==> config.mk <==
export PLATFORM = sky130hd
export DESIGN_NAME = mem_arbiter_flat
export DESIGN_NICKNAME = d
export VERILOG_FILES = /design/src/rtl/mem_arbiter_if.sv /design/src/rtl/mem_arbiter.sv /design/src/flat_wrapper.sv
export SDC_FILE = /design/constraint.sdc
export NUM_CORES = 1
export LEC_CHECK = 0
export ABC_AREA = 1
export CAP_MARGIN = 20
export CORE_AREA = 2 2 327 329
export CTS_CLUSTER_DIAMETER = 50
export DETAILED_ROUTE_END_ITERATION = 6
export DIE_AREA = 0 0 329 331
export HOLD_SLACK_MARGIN = 0.02
export SLEW_MARGIN = 0
export SYNTH_ARGS = -nofsm -noshare
export SYNTH_HDL_FRONTEND = slang
export SYNTH_SLANG_ARGS = --single-unit
==> constraint.sdc <==
create_clock -name clk -period 1.6 [get_ports clk]
set_input_delay 0.24 -clock clk [delete_from_list [all_inputs] [get_ports clk]]
set_output_delay 0.24 -clock clk [all_outputs]
set_load 0.005 [all_outputs]
==> src/rtl/mem_arbiter_if.sv <==
`timescale 1ns/1ps
`default_nettype none
// ============================================================================
//  Module   : mem_arbiter_if
//  Brief    : Client (icache/dcache) and main-memory signal bundle for
//             mem_arbiter. arb_err exists only with MEM_ARB_ROUNDROBIN_EN.
//  Revision : 1.0 - initial release
// ============================================================================
interface mem_arbiter_if #(
    parameter int ADDR_W = 32,
    parameter int LINE_W = 128
);
    typedef logic [ADDR_W-1:0] pptr_t;
    typedef logic [LINE_W-1:0] cacheline_t;

    logic       ic_req;
    pptr_t      ic_addr;
    logic       ic_rsp;
    cacheline_t ic_line;

    logic       dc_req;
    pptr_t      dc_addr;
    logic       dc_rsp;
    cacheline_t dc_line;

    logic       dc_wb;
    pptr_t      dc_wb_addr;
    cacheline_t dc_wb_line;
    logic       dc_wb_ack;

    logic       mem_ren;
    pptr_t      mem_raddr;
    logic       mem_wen;
    pptr_t      mem_waddr;
    cacheline_t mem_wline;
    logic       mem_rec_en;
    pptr_t      mem_rec_addr;
    cacheline_t mem_rec_line;

`ifdef MEM_ARB_ROUNDROBIN_EN
    logic       arb_err;
`endif

    // Arbiter side
    modport slave (
        input  ic_req, ic_addr, dc_req, dc_addr, dc_wb, dc_wb_addr, dc_wb_line,
        input  mem_rec_en, mem_rec_addr, mem_rec_line,
`ifdef MEM_ARB_ROUNDROBIN_EN
        output arb_err,
`endif
        output ic_rsp, ic_line, dc_rsp, dc_line, dc_wb_ack,
        output mem_ren, mem_raddr, mem_wen, mem_waddr, mem_wline
    );

    // Environment side: caches plus memory model
    modport master (
        output ic_req, ic_addr, dc_req, dc_addr, dc_wb, dc_wb_addr, dc_wb_line,
        output mem_rec_en, mem_rec_addr, mem_rec_line,
`ifdef MEM_ARB_ROUNDROBIN_EN
        input  arb_err,
`endif
        input  ic_rsp, ic_line, dc_rsp, dc_line, dc_wb_ack,
        input  mem_ren, mem_raddr, mem_wen, mem_waddr, mem_wline
    );
endinterface
`default_nettype wire

==> src/rtl/mem_arbiter.sv <==
`timescale 1ns/1ps
`default_nettype none
// ============================================================================
//  Module   : mem_arbiter
//  Brief    : Serialises icache/dcache line fills and dcache writebacks onto
//             one memory port with a fixed LATENCY-cycle issue delay.
//             Define MEM_ARB_ROUNDROBIN_EN for alternating read grants and
//             the sticky arb_err response-address check.
//  Revision : 1.0 - initial release
// ============================================================================
module mem_arbiter #(
    parameter int LATENCY = 5,
    parameter int ADDR_W  = 32,
    parameter int LINE_W  = 128
) (
    input  wire logic    clk,
    input  wire logic    rst,
    mem_arbiter_if.slave bus
);
    localparam logic [2:0] S_IDLE  = 3'd0;
    localparam logic [2:0] S_DELAY = 3'd1;
    localparam logic [2:0] S_ISSUE = 3'd2;
    localparam logic [2:0] S_WAIT  = 3'd3;
    localparam logic [2:0] S_RESP  = 3'd4;

    localparam logic [1:0] C_SRC_IC_RD = 2'd0;
    localparam logic [1:0] C_SRC_DC_RD = 2'd1;
    localparam logic [1:0] C_SRC_DC_WB = 2'd2;

    localparam logic [7:0] C_CNT_INIT = 8'(LATENCY - 1);

    logic [2:0]        r_state;
    logic [2:0]        w_next_state;
    logic [7:0]        r_cnt;
    logic [1:0]        r_src;
    logic [ADDR_W-1:0] r_addr;
    logic [LINE_W-1:0] r_wb_line;

    logic              r_mem_ren;
    logic [ADDR_W-1:0] r_mem_raddr;
    logic              r_mem_wen;
    logic [ADDR_W-1:0] r_mem_waddr;
    logic [LINE_W-1:0] r_mem_wline;
    logic              r_dc_wb_ack;
    logic              r_ic_rsp;
    logic [LINE_W-1:0] r_ic_line;
    logic              r_dc_rsp;
    logic [LINE_W-1:0] r_dc_line;

    logic              w_grant;
    logic [1:0]        w_grant_src;
    logic [ADDR_W-1:0] w_grant_addr;
    logic              w_dc_wins;
    logic [1:0]        w_op_src;
    logic [ADDR_W-1:0] w_op_addr;
    logic [LINE_W-1:0] w_op_wline;
    logic              w_issue;
    logic              w_capture;

`ifdef MEM_ARB_ROUNDROBIN_EN
    localparam logic C_PTR_IC = 1'b0;
    localparam logic C_PTR_DC = 1'b1;

    logic r_rr_ptr;
    logic r_arb_err;

    // Contended reads go to whichever client the pointer names
    assign w_dc_wins = bus.dc_req && !(bus.ic_req && (r_rr_ptr == C_PTR_IC));
`else
    assign w_dc_wins = bus.dc_req;
`endif

    always_comb begin
        w_grant      = 1'b0;
        w_grant_src  = C_SRC_IC_RD;
        w_grant_addr = bus.ic_addr;
        if (bus.dc_wb) begin
            w_grant      = 1'b1;
            w_grant_src  = C_SRC_DC_WB;
            w_grant_addr = bus.dc_wb_addr;
        end else if (w_dc_wins) begin
            w_grant      = 1'b1;
            w_grant_src  = C_SRC_DC_RD;
            w_grant_addr = bus.dc_addr;
        end else if (bus.ic_req) begin
            w_grant      = 1'b1;
            w_grant_src  = C_SRC_IC_RD;
            w_grant_addr = bus.ic_addr;
        end
    end

    always_comb begin
        w_next_state = r_state;
        case (r_state)
            S_IDLE:  if (w_grant) w_next_state = (LATENCY == 1) ? S_ISSUE : S_DELAY;
            S_DELAY: if (r_cnt == 8'd1) w_next_state = S_ISSUE;
            S_ISSUE: w_next_state = (r_src == C_SRC_DC_WB) ? S_IDLE : S_WAIT;
            S_WAIT:  if (bus.mem_rec_en) w_next_state = S_RESP;
            S_RESP:  w_next_state = S_IDLE;
            default: w_next_state = S_IDLE;
        endcase
    end

    // With LATENCY==1 the issue is decided in IDLE, before the grant is latched
    assign w_op_src   = (r_state == S_IDLE) ? w_grant_src  : r_src;
    assign w_op_addr  = (r_state == S_IDLE) ? w_grant_addr : r_addr;
    assign w_op_wline = (r_state == S_IDLE) ? bus.dc_wb_line : r_wb_line;
    assign w_issue    = (w_next_state == S_ISSUE) && (r_state != S_ISSUE);
    assign w_capture  = (r_state == S_WAIT) && bus.mem_rec_en;

    always_ff @(posedge clk) begin
        if (rst) begin
            r_state     <= S_IDLE;
            r_cnt       <= 8'd0;
            r_src       <= C_SRC_IC_RD;
            r_addr      <= '0;
            r_wb_line   <= '0;
            r_mem_ren   <= 1'b0;
            r_mem_raddr <= '0;
            r_mem_wen   <= 1'b0;
            r_mem_waddr <= '0;
            r_mem_wline <= '0;
            r_dc_wb_ack <= 1'b0;
            r_ic_rsp    <= 1'b0;
            r_ic_line   <= '0;
            r_dc_rsp    <= 1'b0;
            r_dc_line   <= '0;
`ifdef MEM_ARB_ROUNDROBIN_EN
            r_rr_ptr    <= C_PTR_IC;
            r_arb_err   <= 1'b0;
`endif
        end else begin
            r_state     <= w_next_state;
            r_mem_ren   <= w_issue && (w_op_src != C_SRC_DC_WB);
            r_mem_wen   <= w_issue && (w_op_src == C_SRC_DC_WB);
            r_dc_wb_ack <= w_issue && (w_op_src == C_SRC_DC_WB);
            r_ic_rsp    <= w_capture && (r_src == C_SRC_IC_RD);
            r_dc_rsp    <= w_capture && (r_src == C_SRC_DC_RD);

            if (w_issue && (w_op_src != C_SRC_DC_WB)) begin
                r_mem_raddr <= w_op_addr;
            end
            if (w_issue && (w_op_src == C_SRC_DC_WB)) begin
                r_mem_waddr <= w_op_addr;
                r_mem_wline <= w_op_wline;
            end

            if ((r_state == S_IDLE) && w_grant) begin
                r_src  <= w_grant_src;
                r_addr <= w_grant_addr;
                r_cnt  <= C_CNT_INIT;
                if (w_grant_src == C_SRC_DC_WB) begin
                    r_wb_line <= bus.dc_wb_line;
                end
`ifdef MEM_ARB_ROUNDROBIN_EN
                if (w_grant_src == C_SRC_IC_RD) r_rr_ptr <= C_PTR_DC;
                if (w_grant_src == C_SRC_DC_RD) r_rr_ptr <= C_PTR_IC;
`endif
            end else if (r_state == S_DELAY) begin
                r_cnt <= r_cnt - 8'd1;
            end

            if (w_capture && (r_src == C_SRC_IC_RD)) r_ic_line <= bus.mem_rec_line;
            if (w_capture && (r_src == C_SRC_DC_RD)) r_dc_line <= bus.mem_rec_line;
`ifdef MEM_ARB_ROUNDROBIN_EN
            if (w_capture && (bus.mem_rec_addr != r_addr)) r_arb_err <= 1'b1;
`endif
        end
    end

    assign bus.mem_ren   = r_mem_ren;
    assign bus.mem_raddr = r_mem_raddr;
    assign bus.mem_wen   = r_mem_wen;
    assign bus.mem_waddr = r_mem_waddr;
    assign bus.mem_wline = r_mem_wline;
    assign bus.dc_wb_ack = r_dc_wb_ack;
    assign bus.ic_rsp    = r_ic_rsp;
    assign bus.ic_line   = r_ic_line;
    assign bus.dc_rsp    = r_dc_rsp;
    assign bus.dc_line   = r_dc_line;
`ifdef MEM_ARB_ROUNDROBIN_EN
    assign bus.arb_err   = r_arb_err;
`endif
endmodule
`default_nettype wire
==> src/flat_wrapper.sv <==
// flat-port wrapper written by rule: the top's interface ports become plain ports
module mem_arbiter_flat 
#(
    parameter int LATENCY = 5,
    parameter int ADDR_W  = 32,
    parameter int LINE_W  = 128
)
  (clk, rst, bus_ic_req, bus_ic_addr, bus_dc_req, bus_dc_addr, bus_dc_wb, bus_dc_wb_addr, bus_dc_wb_line, bus_mem_rec_en, bus_mem_rec_addr, bus_mem_rec_line, bus_ic_rsp, bus_ic_line, bus_dc_rsp, bus_dc_line, bus_dc_wb_ack, bus_mem_ren, bus_mem_raddr, bus_mem_wen, bus_mem_waddr, bus_mem_wline);
  mem_arbiter_if #(.ADDR_W(ADDR_W), .LINE_W(LINE_W)) bus_i ();
  input  wire logic clk;
  input  wire logic rst;
  input wire logic [$bits(bus_i.ic_req)-1:0] bus_ic_req;
  input wire logic [$bits(bus_i.ic_addr)-1:0] bus_ic_addr;
  input wire logic [$bits(bus_i.dc_req)-1:0] bus_dc_req;
  input wire logic [$bits(bus_i.dc_addr)-1:0] bus_dc_addr;
  input wire logic [$bits(bus_i.dc_wb)-1:0] bus_dc_wb;
  input wire logic [$bits(bus_i.dc_wb_addr)-1:0] bus_dc_wb_addr;
  input wire logic [$bits(bus_i.dc_wb_line)-1:0] bus_dc_wb_line;
  input wire logic [$bits(bus_i.mem_rec_en)-1:0] bus_mem_rec_en;
  input wire logic [$bits(bus_i.mem_rec_addr)-1:0] bus_mem_rec_addr;
  input wire logic [$bits(bus_i.mem_rec_line)-1:0] bus_mem_rec_line;
  output wire logic [$bits(bus_i.ic_rsp)-1:0] bus_ic_rsp;
  output wire logic [$bits(bus_i.ic_line)-1:0] bus_ic_line;
  output wire logic [$bits(bus_i.dc_rsp)-1:0] bus_dc_rsp;
  output wire logic [$bits(bus_i.dc_line)-1:0] bus_dc_line;
  output wire logic [$bits(bus_i.dc_wb_ack)-1:0] bus_dc_wb_ack;
  output wire logic [$bits(bus_i.mem_ren)-1:0] bus_mem_ren;
  output wire logic [$bits(bus_i.mem_raddr)-1:0] bus_mem_raddr;
  output wire logic [$bits(bus_i.mem_wen)-1:0] bus_mem_wen;
  output wire logic [$bits(bus_i.mem_waddr)-1:0] bus_mem_waddr;
  output wire logic [$bits(bus_i.mem_wline)-1:0] bus_mem_wline;
  assign bus_i.ic_req = bus_ic_req;
  assign bus_i.ic_addr = bus_ic_addr;
  assign bus_i.dc_req = bus_dc_req;
  assign bus_i.dc_addr = bus_dc_addr;
  assign bus_i.dc_wb = bus_dc_wb;
  assign bus_i.dc_wb_addr = bus_dc_wb_addr;
  assign bus_i.dc_wb_line = bus_dc_wb_line;
  assign bus_i.mem_rec_en = bus_mem_rec_en;
  assign bus_i.mem_rec_addr = bus_mem_rec_addr;
  assign bus_i.mem_rec_line = bus_mem_rec_line;
  assign bus_ic_rsp = bus_i.ic_rsp;
  assign bus_ic_line = bus_i.ic_line;
  assign bus_dc_rsp = bus_i.dc_rsp;
  assign bus_dc_line = bus_i.dc_line;
  assign bus_dc_wb_ack = bus_i.dc_wb_ack;
  assign bus_mem_ren = bus_i.mem_ren;
  assign bus_mem_raddr = bus_i.mem_raddr;
  assign bus_mem_wen = bus_i.mem_wen;
  assign bus_mem_waddr = bus_i.mem_waddr;
  assign bus_mem_wline = bus_i.mem_wline;
  mem_arbiter #(.LATENCY(LATENCY), .ADDR_W(ADDR_W), .LINE_W(LINE_W)) u_core (.clk(clk), .rst(rst), .bus(bus_i));
endmodule
# Word-level counts from Yosys, hierarchy flattened
# Index checks and enable logic that the tools add are counted.
[word_totals]
reg_bits = 625
input_bits = 390
word_cells = 56
output_inout_bits = 453
[classes]
eq_ne = 11
mux = 17
n_addsub = 1
reduce_logical = 12
[ops]
columns = ["cell", "count"]
rows = [
  ["$mux 128", 1],
  ["$mux 32", 3],
  ["$mux 3", 5],
  ["$pmux 3 s4", 1],
  ["$eq 3x2->1 const B", 3],
  ["$eq 8x1->1 const B", 1],
  ["$sub 8x1->8 const B", 1],
  ["$logic_and 1x1->1", 7],
  ["$eq 2x2->1 const B", 3],
  ["$mux 2", 3],
  ["$mux 1", 4],
  ["$eq 3x1->1 const B", 1],
  ["$logic_not 3->1", 1],
  ["$ne 3x2->1 const B", 1],
  ["$eq 2x1->1 const B", 1],
  ["$logic_not 2->1", 1],
  ["$ne 2x2->1 const B", 1],
  ["$reduce_and 2->1", 1],
  ["$reduce_bool 2->1", 1],
  ["$reduce_or 2->1", 1],
]

# Depth between registers and ports, before layout
[logic_depth]
word_depth = 8
ltp_mapped = 11

# Worst setup path before layout
# OpenSTA, ideal clock, no wires.
[synth_timing]
path_kind = "register to register"
start = "register u_core.r_state[1]"
end = "register u_core.r_mem_waddr[23], in the netlist u_core.bus.mem_waddr[23]"
t_arrival_ns = 1.423
required_ns = 1.487
path_slack_ns = 0.064
period_less_slack_ns = 1.536
setup_ns = 0.113
stages_incl_launch_ff = 10
cell_sequence = "dfxtp_1 > inv_2 > nand2_1 > nor2_2 > nand3_2 > nor2_4 > buf_2 > nand2_1 > nand2_1 > nor2_1"
[synth_between]
elab_chain_cells = 5
[synth_lines]
columns = ["item", "line", "text"]
rows = [
  ["start, declared", "mem_arbiter.sv:32", "logic [2:0] r_state;"],
  ["start signal, assigned", "mem_arbiter.sv:133", "r_state <= w_next_state;"],
  ["$eq 3x2->1 (tied with other cells)", "mem_arbiter.sv:94", "case (r_state)"],
  ["$pmux 3 s4", "mem_arbiter.sv:94", ""],
  ["$eq 3x2->1", "mem_arbiter.sv:108", "assign w_issue = (w_next_state == S_ISSUE) && (r_state != S_ISSUE);"],
  ["$logic_and 1x1->1", "mem_arbiter.sv:108", ""],
  ["$logic_and 1x1->1", "mem_arbiter.sv:143", "if (w_issue && (w_op_src == C_SRC_DC_WB)) begin"],
  ["end signal, assigned", "mem_arbiter.sv:144", "r_mem_waddr <= w_op_addr;"],
  ["end, declared", "mem_arbiter.sv:42", "logic [ADDR_W-1:0] r_mem_waddr;"],
]
# Parallel ways exist; a longest one is shown, timed or not.
# A chain may end at the register's enable or synchronous reset.

# Worst setup path after layout
[layout_timing]
start = "register u_core.r_state[2]"
end = "register u_core.r_mem_raddr[21], in the netlist u_core.bus.mem_raddr[21]"
[layout_between]
elab_chain_cells = 5
[layout_lines]
columns = ["item", "line", "text"]
rows = [
  ["$eq 3x2->1 (tied with other cells)", "mem_arbiter.sv:94", ""],
  ["$pmux 3 s4", "mem_arbiter.sv:94", ""],
  ["$eq 3x2->1", "mem_arbiter.sv:108", ""],
  ["$logic_and 1x1->1", "mem_arbiter.sv:108", ""],
  ["$logic_and 1x1->1", "mem_arbiter.sv:140", "if (w_issue && (w_op_src != C_SRC_DC_WB)) begin"],
  ["end signal, assigned", "mem_arbiter.sv:141", "r_mem_raddr <= w_op_addr;"],
  ["end, declared", "mem_arbiter.sv:40", "logic [ADDR_W-1:0] r_mem_raddr;"],
]
# Parallel ways exist; a longest one is shown, timed or not.

==> flow_metrics.tcl <==
set metrics [dict create \
    yosysTopAreaCellShare_pct 48.3 \
    synth_area_leaders "dfxtp_1, nand2_1, a21oi_1, nor2_1, nand3_1" \
    p_int_mw 30.3 \
    irDropWorstVdd_uv 797 \
    yosys.area.top_type "dfxtp_1" \
    synth_edf_count 0 \
    path_cells "nor2_4 -> buf_6 -> nand2_4 -> nand2_4 -> nand2_8 -> buf_12 -> buf_12 -> nor2_4 -> buf_4 -> clkbuf_16 -> nand2_1 -> nand2_1 -> nor2_1" \
    path_buf_inv 5 \
    fin_crit_sh_pct 110 \
    p_clk_share_pct 46.7 \
    cts_tree "yes" \
    pin_count 843 \
    clk_pin_slew_ns 0.06 \
    ys_ff_latch 625 \
    r2r_slack_ns -0.16 \
    die-area_sq_um 109000 \
    synth_compound_area_share_pct 10.1 \
    cp-start-kind "register" \
    startpoint "u_core.r_state[2]$_SDFF_PP0_" \
    setup_viol 410 \
    dieHeight_um 331 \
    critPathTopFamily "buffers and inverters" \
    syn_area_per_cell_sq_um 6.86 \
    synthAdderAreaFrac_pct 0.0967 \
    yosysSeqAreaShare_pct 48.3 \
    hold_viol 0 \
    synthArstFlopShare_pct 0 \
    antenna_found_initial 24 \
    layoutNonFillerInstCount 6166 \
    leakagePower_nw 19.9 \
    vias_per_cell 4.62 \
    hold_class "in2reg" \
    vias 28458 \
    postSynthNetCount 4165 \
    critPathMaxFanout 11 \
    period_minus_slack_ns 1.76 \
    multiInputGateArea_sq_um 12200 \
    r2r_end "u_core.bus.mem_raddr[21]$_SDFFE_PP0P_" \
    cp_num_cells 13 \
    synth_commonest_cells "nand2_1, dfxtp_1, nor2_1, inv_1, a21oi_1" \
    drt-total-wl_mm 116 \
    regArea_sq_um 12600 \
    routedWlPerCell_um 18.8 \
    grt_pass1_vias 26204 \
    area_delta_synth_final_pct 66.6 \
    chipWidth_um 329 \
    skew_ns 0.0408 \
    slowest_stage "dfxtp_2" \
    powerDensity_nw_per_um2 964 \
    critical_path_class "reg2reg" \
    worst_r2r_path_depth 13 \
    dp.cells 5885 \
    grt_pass1_wl_mm 159 \
    nets 5090 \
    cpPeakStageDelay_ns 0.33 \
    seqPwrFrac_pct 39.0 \
    p_sw_mw 11.2 \
    drc 0 \
    worst_slack_ns -0.158 \
    htree_levels 3 \
    drive_gt1_share_pct 16.9 \
    synthMostInstantiatedCell "nand2_1" \
    dpl.hpwl_mm 75.1 \
    gp_congestion 0.844 \
    cts_sinks 625 \
    ant_nets 0 \
    first_pass_iters 6 \
    ys_types 27 \
    drtIter0Drc 1915 \
    clock.fmax_mhz 569 \
    maxCapViolations 0 \
    worstPathRequired_ns 2.12 \
    synth_simple_gate_area_share_pct 31.9 \
    netlist_instances 3773 \
    outcome "finished, violations left" \
    max-slew-margin-rel_pct 70.1 \
    grt_max_degree 83 \
    initial_core_util_pct 24.7 \
    ys_dominant_reg_cell "dfxtp_1" \
    crit_end "u_core.bus.mem_raddr[21]$_SDFFE_PP0P_" \
    grt_util_all_layers_pct 18.8 \
    end_kind "register" \
    clock_latency_ns 0.65 \
    globalRouteOverflowTotal 0 \
    cp.arrival_ns 2.28 \
    reg2reg_from "u_core.r_state[2]$_SDFF_PP0_" \
    swShare_pct 27.1 \
    fillers 10671 \
    port_buffers 810 \
    rows 119 \
    drv_slew 0 \
    yosys_warnings 0 \
    coreArea_sq_um 105000 \
    clockBufferDepth 3 \
    synth_top_family_by_area "simple AND/OR/NAND/NOR gates" \
    finish.utilization_pct 41.1 \
    syn_area_sq_um 25900 \
    power_frac_comb_pct 14.3 \
    synthXorXnorAreaFrac_pct 0.0677 \
    worst_pin_slew_ns 0.449 \
    violations "negative setup slack" \
    cts-root-buf "clkbuf_16" \
    synthMuxAreaShare_pct 0 \
    grt_setup_unrepaired "yes" \
    cts-buffers-inserted 83 \
]
-- final cells by class --
class,count,share of cell area (%)
Clock buffer,110,5.35
Multi-Input combinational cell,2531,28.3
Antenna cell,8,0.0464
Tap cell,1391,4.04
Clock inverter,44,1.38
Sequential cell,625,29.2
Inverter,332,3.00
Timing Repair Buffer,1125,28.7
-- cells by family after synthesis --
kind of cell	Yosys count
adders and majority gates	2
and+or+nand+nor	2002
xor gates and xnor gates	2
AOI/OAI and AO/OA	523
buffers and inverters	619
DFF	625
-- registers in the layout, indices dropped and copies added (netlist names) --
register,count
u_core.bus.mem_raddr,32
u_core.bus.mem_ren,1
u_core.bus.mem_wline,128
u_core.bus.ic_line,128
u_core.bus.mem_waddr,32
u_core.r_addr,32
u_core.bus.dc_line,128
u_core.bus.dc_rsp,1
u_core.bus.ic_rsp,1
u_core.r_state,3
u_core.r_wb_line,128
u_core.bus.dc_wb_ack,1
u_core.r_src,2
u_core.r_cnt,8
-- power groups by stage --
stage / clock (mW) / sequential [mW] / combinational (mW)
finish: 19.4 / 16.2 / 5.96
global placement: 0 / 16.5 / 4.53
CTS: 19.7 / 16.2 / 5.26
floorplan: 0 / 16.5 / 2.08
detailed placement: 0 / 16.5 / 4.54
global route: 20.3 / 16.2 / 6.39
-- how the worst min path moves through the flow --
| stage | start | to | slack [ns] | cells after the start |
|---|---|---|---|---|
| 3_3_place_gp | u_core.r_wb_line[111]$_SDFFE_PP0P_ | u_core.r_wb_line[111]$_SDFFE_PP0P_ | 0.43 | 2 |
| 2_1_floorplan | bus_dc_wb_line[103] | u_core.r_wb_line[103]$_SDFFE_PP0P_ | 0.38 | 2 |
| 3_5_place_dp | u_core.r_wb_line[113]$_SDFFE_PP0P_ | u_core.r_wb_line[113]$_SDFFE_PP0P_ | 0.44 | 2 |
| 4_1_cts | bus_dc_wb_line[69] | u_core.r_wb_line[69]$_SDFFE_PP0P_ | 0.10 | 3 |
| 6_report | bus_dc_wb_line[69] | u_core.r_wb_line[69]$_SDFFE_PP0P_ | 0.17 | 3 |
| 5_1_grt | bus_dc_wb_line[75] | u_core.r_wb_line[75]$_SDFFE_PP0P_ | 0.15 | 3 |
-- timing repair --
item	CTS	global route
gates resized for setup	692	378
pin swaps	56	129
gates cloned	24	49
buffers inserted	30	25
hold buffers	1	0
endpoints found under the hold margin	19	0
endpoints found under the setup margin	916	623
-- metal layers --
layer / part of all wire [%] / up-vias / GRT usage [%]
met5: 0.044 / - / 0
met4: 3.0 / 8 / 6.56
met3: 7.6 / 220 / 5.27
met2: 48 / 1022 / 32.2
met1: 41 / 13345 / 22.5
li1: - / 13863 / -
-- through the flow --
stage	setup TNS [ns]	power, mW	setup slack (ns)	cell area (sq um)	hold slack [ns]
floorplan	0	18.6	0.0640	25900	0.385
global placement	-197.64	21.0	-0.470	36800	0.431
detailed placement	-201.26	21.0	-0.479	36800	0.440
CTS	-25.02	41.2	-0.139	40700	0.102
global route	-56.22	43.0	-0.203	43100	0.155
finish	-25.55	41.6	-0.158	43100	0.166
-- layout by cell type (no fill, tap or decap), types with 13 or more instances in the layout --
cell type,instances
nand2_1,1031
dfxtp_1,564
dlygate4sd2_1,439
nor2_1,358
clkdlybuf4s50_1,356
inv_1,322
a21oi_1,274
nand3_1,269
nand4_1,130
o21ai_0,128
buf_4,124
clkbuf_16,120
nand2_2,90
buf_12,80
o21ai_1,56
dfxtp_2,56
nand2_4,54
nor2_2,34
a21oi_2,34
buf_16,29
buf_6,28
o21ai_2,22
buf_8,17
clkbuf_1,14
nor2_4,13
clkbuf_8,13
-- worst register-to-register path, stage by stage, from the launching register on --
cell	delay, ns
dfxtp_2	0.33
nor2_4	0.11
buf_6	0.11
nand2_4	0.06
nand2_4	0.08
nand2_8	0.06
buf_12	0.12
buf_12	0.11
nor2_4	0.10
buf_4	0.19
clkbuf_16	0.20
nand2_1	0.06
nand2_1	0.05
nor2_1	0.04
Note: power is estimated with default switching activity, not from simulation.
